`src/rtl/cmp_share_arbiter.sv`:
```
// Round-robin arbiter sharing one magnitude comparator among NREQ requesters.
// Define CMP_SIGNED_EN for a two's-complement compare (default is unsigned).
module cmp_share_arbiter #(
  parameter int WIDTH = 32,
  parameter int NREQ  = 4,
  parameter int IDW   = $clog2(NREQ)
) (
  input  logic                  clk,
  input  logic                  rst,
  input  logic [NREQ-1:0]       req_valid,
  output logic [NREQ-1:0]       req_ready,
  input  logic [NREQ*WIDTH-1:0] req_a,
  input  logic [NREQ*WIDTH-1:0] req_b,
  output logic                  rsp_valid,
  input  logic                  rsp_ready,
  output logic [IDW-1:0]        rsp_id,
  output logic                  Lesser,
  output logic                  Greater,
  output logic                  Equal
);

  typedef enum logic [1:0] {
    S_IDLE,
    S_CMP,
    S_RESP
  } state_e;

  state_e           r_state;
  state_e           w_next;
  logic [IDW-1:0]   r_ptr;
  logic [IDW-1:0]   r_id;
  logic [WIDTH-1:0] r_a;
  logic [WIDTH-1:0] r_b;
  logic             r_lt;
  logic             r_gt;
  logic             r_eq;

  logic             w_found;
  logic [IDW-1:0]   w_gnt;
  logic [IDW:0]     w_idx;
  logic             w_take;
  logic             w_rsp_hs;
  logic             w_lt;
  logic             w_eq;

  // Search from r_ptr upward, wrapping modulo NREQ.
  always_comb begin
    w_found = 1'b0;
    w_gnt   = '0;
    w_idx   = '0;
    for (int k = 0; k < NREQ; k++) begin
      w_idx = {1'b0, r_ptr} + (IDW+1)'(k);
      if (w_idx >= (IDW+1)'(NREQ))
        w_idx = w_idx - (IDW+1)'(NREQ);
      if (!w_found && req_valid[w_idx[IDW-1:0]]) begin
        w_found = 1'b1;
        w_gnt   = w_idx[IDW-1:0];
      end
    end
  end

  assign w_take   = (r_state == S_IDLE) && w_found && !rst;
  assign w_rsp_hs = (r_state == S_RESP) && rsp_ready;

  assign w_eq = (r_a == r_b);
`ifdef CMP_SIGNED_EN
  assign w_lt = $signed(r_a) < $signed(r_b);
`else
  assign w_lt = r_a < r_b;
`endif

  always_ff @(posedge clk) begin
    if (rst)
      r_state <= S_IDLE;
    else
      r_state <= w_next;
  end

  always_comb begin
    w_next = r_state;
    unique case (r_state)
      S_IDLE: if (w_take) w_next = S_CMP;
      S_CMP:  w_next = S_RESP;
      S_RESP: if (rsp_ready) w_next = S_IDLE;
      default: w_next = S_IDLE;
    endcase
  end

  always_comb begin
    req_ready = '0;
    if (w_take)
      req_ready[w_gnt] = 1'b1;
    rsp_valid = (r_state == S_RESP);
  end

  always_ff @(posedge clk) begin
    if (rst) begin
      r_ptr <= '0;
      r_id  <= '0;
      r_a   <= '0;
      r_b   <= '0;
      r_lt  <= 1'b0;
      r_gt  <= 1'b0;
      r_eq  <= 1'b0;
    end else begin
      if (w_take) begin
        r_a  <= req_a[w_gnt*WIDTH +: WIDTH];
        r_b  <= req_b[w_gnt*WIDTH +: WIDTH];
        r_id <= w_gnt;
      end
      if (r_state == S_CMP) begin
        r_lt <= w_lt;
        r_gt <= !w_lt && !w_eq;
        r_eq <= w_eq;
      end
      if (w_rsp_hs)
        r_ptr <= (r_id == IDW'(NREQ-1)) ? '0 : r_id + 1'b1;
    end
  end

  assign rsp_id  = r_id;
  assign Lesser  = r_lt;
  assign Greater = r_gt;
  assign Equal   = r_eq;

endmodule

```
`config.mk`:
```
export PLATFORM = sky130hd
export DESIGN_NAME = cmp_share_arbiter
export DESIGN_NICKNAME = d
export VERILOG_FILES = /design/src/rtl/cmp_share_arbiter.sv
export SDC_FILE = /design/constraint.sdc
export NUM_CORES = 1
export LEC_CHECK = 0
export ABC_AREA = 1
export CAP_MARGIN = 20
export CORE_UTILIZATION = 30
export DETAILED_ROUTE_END_ITERATION = 6
export SKIP_LAST_GASP = 1
export SYNTH_ARGS = -nofsm -noshare
export SYNTH_HDL_FRONTEND = slang
export SYNTH_SLANG_ARGS = --single-unit
export TNS_END_PERCENT = 10
```
`constraint.sdc`:
```
create_clock -name clk -period 2.8 [get_ports clk]
set_clock_uncertainty 0.2 [all_clocks]
set_input_delay 0.7 -clock clk [delete_from_list [all_inputs] [get_ports clk]]
set_output_delay 0.7 -clock clk [all_outputs]
set_load 0.005 [all_outputs]
```
## Word level (Yosys, flattened, before mapping)

Index checks and enable logic that the tools add are counted.

| storage, ports and cells | value |
|---|---|
| output and inout bits | 10 |
| logic and storage cells | 78 |
| register bits after elaboration | 73 |
| input port bits | 263 |

| cells by class | value |
|---|---|
| muxes and demuxes | 27 |
| order comparisons | 11 |
| shifts and indexed selects | 2 |
| reductions and logical operators | 16 |
| eq/ne operators | 6 |
| add/sub/neg operators | 8 |

Operators with widths:

| cell | count |
|---|---|
| $shiftx A128 B8 Y32 | 2 |
| $eq A32 B32 Y1 | 1 |
| $lt A32 B32 Y1 | 1 |
| $mux W2 | 11 |
| $lt A2 B3 Y1 const B | 5 |
| $ge A3 B3 Y1 const B | 3 |
| $mux W1 | 9 |
| $bmux W1 S2 | 4 |
| $logic_and A1 B1 Y1 | 8 |
| $sub A2 B1 Y2 const B | 4 |
| $add A2 B2 Y3 const B | 2 |
| $logic_not A1 Y1 | 6 |
| $pmux W2 S3 | 1 |
| $eq A2 B2 Y1 const B | 2 |
| $mux W4 | 1 |
| $add A2 B1 Y3 const B | 1 |
| $ge A2 B3 Y1 const B | 1 |
| $add A2 B1 Y2 const B | 1 |
| $demux W1 S2 | 1 |
| $eq A2 B1 Y1 const B | 1 |
| $ge A2 B1 Y1 const B | 1 |
| $logic_not A2 Y1 | 1 |
| $ne A2 B1 Y1 const B | 1 |
| $ne A2 B2 Y1 const B | 1 |
| $reduce_and A2 Y1 | 1 |

## Logic depth before layout (Yosys ltp)

Gate-level depths: netlist of the first run.

| depth | value |
|---|---|
| word-level depth | 19 |
| depth in mapped cells | 16 |
| depth with buffers taken out | 14 |

## Least setup slack after synthesis of the first run

No wires, ideal clock.

| path | value |
|---|---|
| path kind | input port to output port |
| start point | input req_valid[3] |
| end point | output req_ready[0] |
| buffers on the path | 2 |
| data required time | 1,900 ps |
| slack | -21 ps |
| arrival | 1,921 ps |
| cell stages on the path | 15 |
| path through | inv_1 nand2_1 nand2_1 nand2_1 nand2_2 nor2_1 nor2_1 nand2_2 nand2_2 buf_6 buf_6 inv_2 nor2_2 inv_2 nor2_1 |

| between the ends | value |
|---|---|
| cells in the longest elaborated chain, start to end | 17 |
| elaborated cells on any way between the ends | 30 |
| those cells by class | order compare (2); mux (19); reduce/logical (9) |

Ends and longest elaborated chain:

| what | RTL line | text |
|---|---|---|
| start: declaration | 10 | `input logic [NREQ-1:0] req_valid,` |
| $bmux W1 S2 | 55 | `if (!w_found && req_valid[w_idx[IDW-1:0]]) begin` |
| $mux W1 (not written as such) | 55 |  |
| $mux W1 | 55 |  |
| $logic_not A1 Y1 | 55 |  |
| $logic_and A1 B1 Y1 | 55 |  |
| $mux W1 | 55 |  |
| $logic_not A1 Y1 | 55 |  |
| $logic_and A1 B1 Y1 | 55 |  |
| $mux W1 | 55 |  |
| $logic_not A1 Y1 | 55 |  |
| $logic_and A1 B1 Y1 | 55 |  |
| $mux W2 | 55 |  |
| $lt A2 B3 Y1 (not written as such) or $ge A2 B1 Y1 (tied branches) | 92 | `req_ready[w_gnt] = 1'b1;` |
| $logic_and A1 B1 Y1 (not written as such) | 92 |  |
| $mux W1 (not written as such) | 92 |  |
| $demux W1 S2 | 92 |  |
| $mux W4 * | 91 | `if (w_take)` |
| end: declaration | 11 | `output logic [NREQ-1:0] req_ready,` |

Every way passes the cells marked *; elsewhere a longest branch is shown, timed or not. The select of a mux whose other input is x is not followed.

## Worst setup path after layout of the first run

| path | value |
|---|---|
| start point | register r_ptr[0] |
| end point | output req_ready[0] |

| between the ends | value |
|---|---|
| cells in the longest elaborated chain, start to end | 19 |
| elaborated cells on any way between the ends | 45 |
| those cells by class | add/sub (7); order compare (6); mux (23); reduce/logical (9) |

Ends and longest elaborated chain:

| what | RTL line | text |
|---|---|---|
| start: declaration | 30 | `logic [IDW-1:0] r_ptr;` |
| start signal: assignment | 117 | `r_ptr <= (r_id == IDW'(NREQ-1)) ? '0 : r_id + 1'b1;` |
| branches (longest 18 deep; another with $add A2 B1 Y3) | -- |  |
| $mux W4 * | 91 |  |

Mark *: on every way between the ends. The select of a mux whose other input is x is not followed.

==> results of run 1 <==
==> timing repair <==
action,CTS,global route
gates resized for setup,65,21
buffers inserted,10,3
endpoints found under the hold margin,0,0
pin swaps,18,20
setup endpoints to repair,68,36
==> cell usage after synthesis <==
| cell type | instances |
|---|---|
| nand3_1 | 332 |
| dfxtp_1 | 73 |
| buf_2 | 28 |
| nand2_2 | 7 |
| nand4_1 | 3 |
| a21boi_1 | 1 |
| inv_2 | 6 |
| buf_4 | 26 |
| a21oi_1 | 55 |
| inv_1 | 373 |
| nor4_1 | 1 |
| buf_6 | 11 |
| nand2_1 | 258 |
| o21ai_2 | 1 |
| ha_1 | 33 |
| clkbuf_1 | 13 |
| o21ai_0 | 11 |
| nor2_2 | 3 |
| o21a_1 | 1 |
| nor2_1 | 82 |
| nand4_4 | 1 |
| nor3_1 | 2 |
==> registers in the layout (all words and copies together), names as in the netlist <==
name     count
r_a         32
Greater      1
Equal        1
rsp_id       2
Lesser       1
r_state      2
r_b         32
r_ptr        2
==> metal layers <==
layer,vias up,GRT usage,share of wire
li1,4467,-,-
met3,35,0.0374,0.067
met2,273,0.343,0.45
met5,-,0,0
met1,3798,0.278,0.47
met4,0,0.0569,0.017
==> cells in the final DEF (no fill, tap or decap), types with 2 or more instances in the layout <==
cell type / n
inv_1: 367
nand3_1: 325
clkdlybuf4s50_1: 263
nand2_1: 246
nor2_1: 74
dfxtp_1: 71
a21oi_1: 54
buf_4: 36
ha_1: 33
o21ai_0: 11
inv_2: 10
nand2_2: 10
nand2_4: 9
clkbuf_16: 9
buf_2: 9
nor2_4: 6
nor2_2: 5
nand3_4: 4
buf_12: 4
nand4_1: 3
nand3_2: 3
buf_6: 3
clkinv_2: 2
bufinv_16: 2
==> area by class of cell <==
class | instances | area share
repair buffers | 315 | 0.286
clock buffers | 10 | 0.0223
clock inverters | 6 | 0.00840
inverters | 379 | 0.134
well taps | 319 | 0.0372
flip-flops and latches | 73 | 0.137
multi-input cells | 791 | 0.376
==> path summary, 6_finish.rpt <==
kind | start | to | slack [ps] | depth (start not counted)
worst max-delay path | r_ptr[0] | req_ready[0] | -130 | 13
worst min-delay path | Greater | Greater | 280 | 2
worst max register to register | r_ptr[0] | r_a[16] | 60 | 16
worst min register to register | Greater | Greater | 280 | 2
==> critical path, stage by stage (launching register included) <==
cell and delay [ps]:
dfxtp_4 380, buf_6 150, nand2_1 60, nand2_1 50, nand2_1 140, nand2_4 110, nand3_2 100, nand2_1 100
nor2_4 140, nor2_4 50, buf_6 110, buf_4 120, nor2_2 80, buf_2 110
==> through the flow <==
| stage | hold slack (ps) | setup TNS (ps) | utilization | area (µm²) | cells |
|---|---|---|---|---|---|
| after floorplan | 257 | 0 | - | 7220 | 1321 |
| after global placement | 269 | -32610 | 0.430 | 10100 | 1864 |
| after detailed placement | 278 | -37350 | 0.430 | 10100 | 1864 |
| after CTS | 288 | -72.4 | 0.450 | 10600 | 1890 |
| after global routing | 318 | -2090 | 0.455 | 10700 | 1893 |
| final | 281 | -342 | 0.455 | 10700 | 1893 |
==> cells by family (layout without fill, tap and decap cells) <==
| group | count (synthesis) | after routing | synth area share |
|---|---|---|---|
| AND/OR/NAND/NOR | 689 | 689 | 0.424 |
| buffers and inverters | 457 | 710 | 0.268 |
| adder cells (fa/ha/maj) | 33 | 33 | 0.0572 |
| flip-flops | 73 | 73 | 0.203 |
| AO/OA/AOI/OAI | 69 | 69 | 0.0491 |
==> where the power goes <==
| group | switching (µW) | total (µW) | internal, µW |
|---|---|---|---|
| Clock | 466 | 1270 | 807 |
| Sequential | 79.2 | 1270 | 1190 |
| Combinational | 1430 | 2490 | 1060 |
| Total | 1970 | 5040 | 3070 |
==> results.sh, run 1 <==
export IMPL_synth_top_area_frac=0.230
export IMPL_drt_iter0_drc=491
export IMPL_place_worst_setup_slack_ps=-892
export IMPL_post_route_cells_drive_above_1_share=0.0788
export IMPL_rsz0062_at_grt="true"
export IMPL_dr_pass1_iters=5
export IMPL_vias_per_cell=4.53
export IMPL_p_leak_uw=0.00596
export IMPL_final_hold_violation_count=0
export IMPL_yosys_area_top_type="nand3_1"
export IMPL_wl_per_cell_um=13.6
export IMPL_cts_hold_buf=0
export IMPL_track_usage=0.209
export IMPL_routabilityCongestion=0.920
export IMPL_cts_reportedPaths_clkPinSlew_ps=60
export IMPL_grt_pass1_vias=8039
export IMPL_regArea_mm2=0.00147
export IMPL_yosysUniqueCellTypes=22
export IMPL_synthTopCellsByArea="nand3_1, dfxtp_1, inv_1"
export IMPL_min_path_type="register to register"
export IMPL_syn_instance_count=1321
export IMPL_total_power_uw=5040
export IMPL_max_freq_ghz=0.341
export IMPL_cts_sinks=73
export IMPL_antenna_cells=0
export IMPL_p_per_area_mw_per_mm2=470
export IMPL_synth_seq_cells=73
export IMPL_syn_num_nets=1617
export IMPL_fillers=2514
export IMPL_die_area_mm2=0.0247
export IMPL_tightest_slew_ps=751
export IMPL_yosys_warnings=0
export IMPL_maxCapViolations=0
export IMPL_finalWirelength_um=25700
export IMPL_clk_latency_ps=340
export IMPL_dp_hpwl_um=18800
export IMPL_ios=273
export IMPL_vias=8573
export IMPL_num_rows=56
export IMPL_seq_area_frac_synth=0.203
export IMPL_arrival_ps=2030
export IMPL_ir_drop_uv=445
export IMPL_start_kind="register"
export IMPL_numCtsBuffers=9
export IMPL_worstPathRequired_ps=1900
export IMPL_path_class="register to output port"
export IMPL_multi_input_area_mm2=0.00403
export IMPL_syn_area_mm2=0.00722
export IMPL_nNetsFinal=1865
export IMPL_setup_viol=4
export IMPL_die_y_um=157
export IMPL_finalCritPeriodShare=1.05
export IMPL_postRouteAntennaNets=0
export IMPL_violations="setup timing"
export IMPL_cts_tree="yes"
export IMPL_slew_headroom=0.499
export IMPL_core_area_mm2=0.0235
export IMPL_cp_max_fo=6
export IMPL_antenna_found_initial=0
export IMPL_worst_slack_ps=-132
export IMPL_overflow=0
export IMPL_initial_core_util=0.306
export IMPL_io_buffers=272
export IMPL_syn_avg_cell_area_um2=5.46
export IMPL_outcome="finished, violations left"
export IMPL_slew_violations=0
export IMPL_clk_path_buf_depth=2
export IMPL_grt_pass1_wl_um=40500
export IMPL_min_period_ps=2930
export IMPL_fp_dieW_um=157
export IMPL_htreeDepth=3
export IMPL_areaGrowthSynthToFinish_pct=48.6
export IMPL_critPathCaptureType="output port"
export IMPL_grt_max_degree=129
export IMPL_root_buffer="clkbuf_16"
export IMPL_drc_errors=0
Note: power is estimated with default switching activity, not from simulation.
==> run 2, diff against run 1 <==
Settings changed: SKIP_CTS_REPAIR_TIMING set to 1.
==> run 2 against run 1 <==
Net effect:
- the flow finishes with violations (DRC, setup timing)
- global-route usage decreased by 0.24 points
- register-to-register slack better by 120 ps
- fmax grew 1.5%
- core utilization is essentially flat
- worst setup slack gained 43 ps
- worst hold slack lost 1.3 ps
- clock power is essentially flat
- final cell count fell by 0.42%
- count of clock-buffer cells in the layout unchanged
- cell area hardly changed
- combinational power about the same
- first-iteration DRC count grew 13%
- largest cell class unchanged
- largest power group unchanged
- highest routed layer unchanged
==> results.sh, run 2 (synthesis results as in run 1) <==
export IMPL_ir_drop_uv=375
export IMPL_antenna_found_initial=0
export IMPL_initial_core_util=0.306
export IMPL_track_usage=0.206
export IMPL_finalWirelength_um=25900
export IMPL_timing_critical_path_max_delay_family="simple AND/OR/NAND/NOR gates"
export IMPL_min_from="Greater"
export IMPL_routabilityCongestion=0.920
export IMPL_crit_path_start="req_valid[0]"
export IMPL_p_leak_uw=0.00594
export IMPL_cts_sinks=73
export IMPL_worstPathRequired_ps=1900
export IMPL_r2r_cells=14
export IMPL_io_buffers=272
export IMPL_dp_hpwl_um=18800
export IMPL_num_rows=56
export IMPL_start_kind="primary input"
export IMPL_dpl_cell_area_mm2=0.0101
export IMPL_vias=8571
export IMPL_cp_max_fo=5
export IMPL_critPathMaxStageDelay_ps=180
export IMPL_cts_reportedPaths_clkPinSlew_ps=60
export IMPL_clk_path_buf_depth=2
export IMPL_min_path_type="register to register"
export IMPL_antenna_cells=0
export IMPL_worst_slack_ps=-89.4
export IMPL_grt_pass1_vias=7915
export IMPL_arrival_ps=1990
export IMPL_path_class="primary input to output port"
export IMPL_fillers=2512
export IMPL_finalCritPeriodShare=1.03
export IMPL_cts_tree="yes"
export IMPL_cp_depth=13
export IMPL_grt_pass1_wl_um=40100
export IMPL_drt_iter0_drc=553
export IMPL_die_y_um=157
export IMPL_top_regs="r_a x32, r_b x32"
export IMPL_htreeDepth=3
export IMPL_finish_instance_area_mm2=0.0107
export IMPL_final_common_cell="inv_1"
export IMPL_timing_rr_start="r_ptr[0]"
export IMPL_violations="DRC, setup timing"
export IMPL_crit_chain="dlymetal6s2s_1 > inv_2 > nand2_4 > nand3_4 > nand2_8 > inv_4 > nand3_4 > nor2_4 > nor2_2 > nor2_4 > nand2_2 > nor2_2 > buf_2"
export IMPL_maxCapViolations=0
export IMPL_outcome="finished, violations left"
export IMPL_drc_errors=1
export IMPL_postRouteAntennaNets=0
export IMPL_cpMaxStageDelayCell="nor2_4"
export IMPL_grt_max_degree=129
export IMPL_tightest_slew_ps=757
export IMPL_dr_pass1_iters=7
export IMPL_nNetsFinal=1857
export IMPL_die_area_mm2=0.0247
export IMPL_final_hold_violation_count=0
export IMPL_core_area_mm2=0.0235
export IMPL_slew_violations=0
export IMPL_vias_per_cell=4.55
export IMPL_numCtsBuffers=9
export IMPL_min_path_cells=2
export IMPL_post_route_cells_drive_above_1_share=0.0728
export IMPL_setup_viol=4
export IMPL_clk_latency_ps=340
export IMPL_areaGrowthSynthToFinish_pct=48.6
export IMPL_rsz0062_at_grt="true"
export IMPL_layout_common_cells="inv_1, nand3_1, clkdlybuf4s50_1"
export IMPL_overflow=0
export IMPL_hold_ws_ps=279
export IMPL_max_freq_ghz=0.346
export IMPL_root_buffer="clkbuf_16"
export IMPL_path_buf_inv=4
export IMPL_critPathCaptureType="output port"
export IMPL_wl_per_cell_um=13.7
export IMPL_ios=273
export IMPL_min_period_ps=2890
export IMPL_slew_headroom=0.495
export IMPL_p_per_area_mw_per_mm2=471
export IMPL_fp_dieW_um=157
run 2: where the power goes:
part	switching [µW]	leakage [µW]	internal, µW
clock	464	0.000159	807
combinational	1440	0.00518	1060
sequential	79.4	0.000604	1190
run 2: final cells by class:
class	instances	area, µm²	share of cell area
well taps	319	399	0.0372
multi-input cells	791	4050	0.378
flip-flops and latches	73	1470	0.137
repair buffers	307	3040	0.283
clock buffers	10	239	0.0223
clock inverters	6	90.1	0.00840
inverters	379	1430	0.134
run 2: path summary, 6_finish.rpt:
path / endpoint / slack [ps]
max: req_ready[3] / -90
min: Greater / 280
max reg2reg: r_a[31] / 180
min reg2reg: Greater / 280
run 2: metrics by stage:
stage               setup TNS, ps   util  std cells  worst slack, ps  total power, µW
floorplan                       0      -       1321             2.59             2900
global placement           -32610  0.430       1864             -816             3670
detailed placement         -37350  0.430       1864             -892             3700
CTS                        -14440  0.444       1880             -900             4990
global route                 -698  0.455       1885             -187             5480
finish                       -268  0.455       1885            -89.4             5050
run 2: worst register-to-register path, stage by stage (launching register included):
cell,delay [ps]
dfxtp_4,400
buf_8,150
nand2_4,60
nand2_4,80
nand2_2,70
nand2_4,120
a21oi_4,80
nand2_4,70
buf_4,320
buf_4,460
nand3_1,140
nand3_1,140
nand3_1,120
nand2_1,90
inv_1,30
run 2: layer usage:
layer / share of wire / global-route usage / vias up
met5: 0 / 0 / -
met4: 0.013 / 0.0472 / 0
met3: 0.068 / 0.0325 / 27
met2: 0.45 / 0.342 / 280
met1: 0.47 / 0.279 / 3813
li1: - / - / 4451
==> run 3, diff against run 2 <==
Settings changed: CTS_CLUSTER_SIZE set to 14, GPL_TIMING_DRIVEN set to 0, SLEW_MARGIN set to 20.
==> run 3 against run 2 <==
Net effect:
- the run ends with setup timing left
- core utilization rose by 1.6 points
- worst setup slack got worse by 140 ps
- clock power rose by 6%
- routed wire length rose by 11%
- highest routed layer unchanged
- count of clock-buffer cells in the layout did not move
- largest cell class unchanged
- total power rose by 7.1%
- via count rose by 4.0%
- sequential power barely moved
- largest power group unchanged
==> results.sh, run 3 (synthesis results as in run 1) <==
export IMPL_root_buffer="clkbuf_16"
export IMPL_outcome="finished, violations left"
export IMPL_vias=8913
export IMPL_grt_pass1_wl_um=42700
export IMPL_min_period_ps=3030
export IMPL_clk_latency_ps=330
export IMPL_vias_per_cell=4.57
export IMPL_postRouteAntennaNets=0
export IMPL_slew_violations=0
export IMPL_ios=273
export IMPL_wl_per_cell_um=14.6
export IMPL_worst_slack_ps=-233
export IMPL_layout_common_cells="inv_1, nand3_1, clkdlybuf4s50_1"
export IMPL_overflow=0
export IMPL_post_route_util=0.472
export IMPL_p_per_area_mw_per_mm2=487
export IMPL_top_regs="r_a x32, r_b x32"
export IMPL_maxCapViolations=0
export IMPL_die_y_um=157
export IMPL_min_path_type="register to register"
export IMPL_drt_iter0_drc=645
export IMPL_total_power_uw=5410
export IMPL_drc_errors=0
export IMPL_cts_tree="yes"
export IMPL_clk_path_buf_depth=2
export IMPL_cp_max_fo=8
export IMPL_setup_tns_ps=-869
export IMPL_die_area_mm2=0.0247
export IMPL_dp_hpwl_um=23100
export IMPL_start_kind="primary input"
export IMPL_grt_pass1_vias=8284
export IMPL_io_buffers=271
export IMPL_arrival_ps=2130
export IMPL_critPathMaxStageDelay_ps=160
export IMPL_final_common_cell="inv_1"
export IMPL_core_area_mm2=0.0235
export IMPL_dr_pass1_iters=5
export IMPL_areaGrowthSynthToFinish_pct=53.9
export IMPL_cts_sinks=73
export IMPL_final_hold_violation_count=0
export IMPL_grt_max_degree=13
export IMPL_htreeDepth=3
export IMPL_p_leak_uw=0.00620
export IMPL_setup_viol=4
export IMPL_antenna_found_initial=0
export IMPL_worstPathRequired_ps=1900
export IMPL_post_route_cells_drive_above_1_share=0.108
export IMPL_crit_top_cell="nand2_4"
export IMPL_violations="setup timing"
export IMPL_numCtsBuffers=9
export IMPL_track_usage=0.226
export IMPL_antenna_cells=0
export IMPL_ir_drop_uv=293
export IMPL_max_freq_ghz=0.330
export IMPL_rsz0062_at_grt="true"
export IMPL_cts_reportedPaths_clkPinSlew_ps=60
export IMPL_crit_chain="clkbuf_2 > inv_2 > nand2_2 > nand2_4 > nand2_4 > nand2_4 > a21oi_2 > nand2_2 > nand2_4 > buf_12 > buf_8 > inv_2 > nor2_4 > inv_2 > nor2_2 > buf_2"
export IMPL_finish_instance_area_mm2=0.0111
export IMPL_dpl_cell_area_mm2=0.0103
export IMPL_path_class="primary input to output port"
export IMPL_critPathCaptureType="output port"
export IMPL_tightest_slew_ps=623
export IMPL_fp_dieW_um=157
export IMPL_initial_core_util=0.306
export IMPL_routabilityCongestion=0.933
export IMPL_cpMaxStageDelayCell="a21oi_2"
export IMPL_slew_headroom=0.585
export IMPL_nNetsFinal=1924
export IMPL_finalCritPeriodShare=1.08
export IMPL_path_buf_inv=7
export IMPL_num_rows=56
export IMPL_timing_critical_path_max_delay_family="simple AND/OR/NAND/NOR gates"
export IMPL_finalWirelength_um=28600
==> run 3: cell count changes in the layout (fill, tap and decap cells not counted), moves of 2 or more <==
cell	previous run	this run
buf_12	3	1
buf_2	4	31
buf_4	27	46
buf_6	2	14
buf_8	1	4
clkbuf_1	0	12
nand2_1	242	236
nand2_2	10	15
nand2_4	12	14
nand3_2	1	4
nand3_4	4	1
==> run 3: layer usage <==
metal / up-vias / GRT usage / part of all wire
met5: - / 0 / 0
met4: 0 / 0.0680 / 0.021
met3: 36 / 0.0388 / 0.069
met2: 329 / 0.378 / 0.45
met1: 3952 / 0.294 / 0.46
li1: 4596 / - / -
==> run 3: worst register-to-register path, delay by kind of cell, from the launching register on <==
kind / cells / cell delay (ps)
and+or+nand+nor: 10 / 960
DFF: 1 / 370
AOI/OAI and AO/OA: 1 / 160
buffers and inverters: 5 / 810
==> run 3: final cells by class <==
type | instances | area (µm²)
Inverter | 379 | 1440
Sequential cell | 73 | 1470
Clock buffer | 10 | 239
Fill cell | 2543 | 12400
Timing Repair Buffer | 296 | 2870
Buffer | 78 | 561
Tap cell | 319 | 399
Multi-Input combinational cell | 791 | 4030
Clock inverter | 5 | 104
==> run 3: where the power goes <==
| part | switching [µW] | internal, µW |
|---|---|---|
| sequential | 82.5 | 1190 |
| clock | 451 | 890 |
| combinational | 1560 | 1230 |
| total | 2090 | 3320 |
==> run 3: final timing paths <==
| path | start | to | slack (ps) | cells past startpoint |
|---|---|---|---|---|
| worst max-delay path | req_valid[3] | req_ready[2] | -230 | 16 |
| worst min-delay path | Greater | Greater | 270 | 2 |
| worst max register to register | r_ptr[0] | r_a[15] | 190 | 16 |
| worst min register to register | Greater | Greater | 270 | 2 |
==> run 3: metrics by stage <==
| stage | worst slack, ps | std cells | hold slack [ps] |
|---|---|---|---|
| floorplan | 2.59 | 1321 | 257 |
| global placement | -1300 | 1911 | 267 |
| detailed placement | -1310 | 1911 | 268 |
| CTS | -1320 | 1926 | 276 |
| global route | -346 | 1951 | 306 |
| finish | -233 | 1951 | 273 |
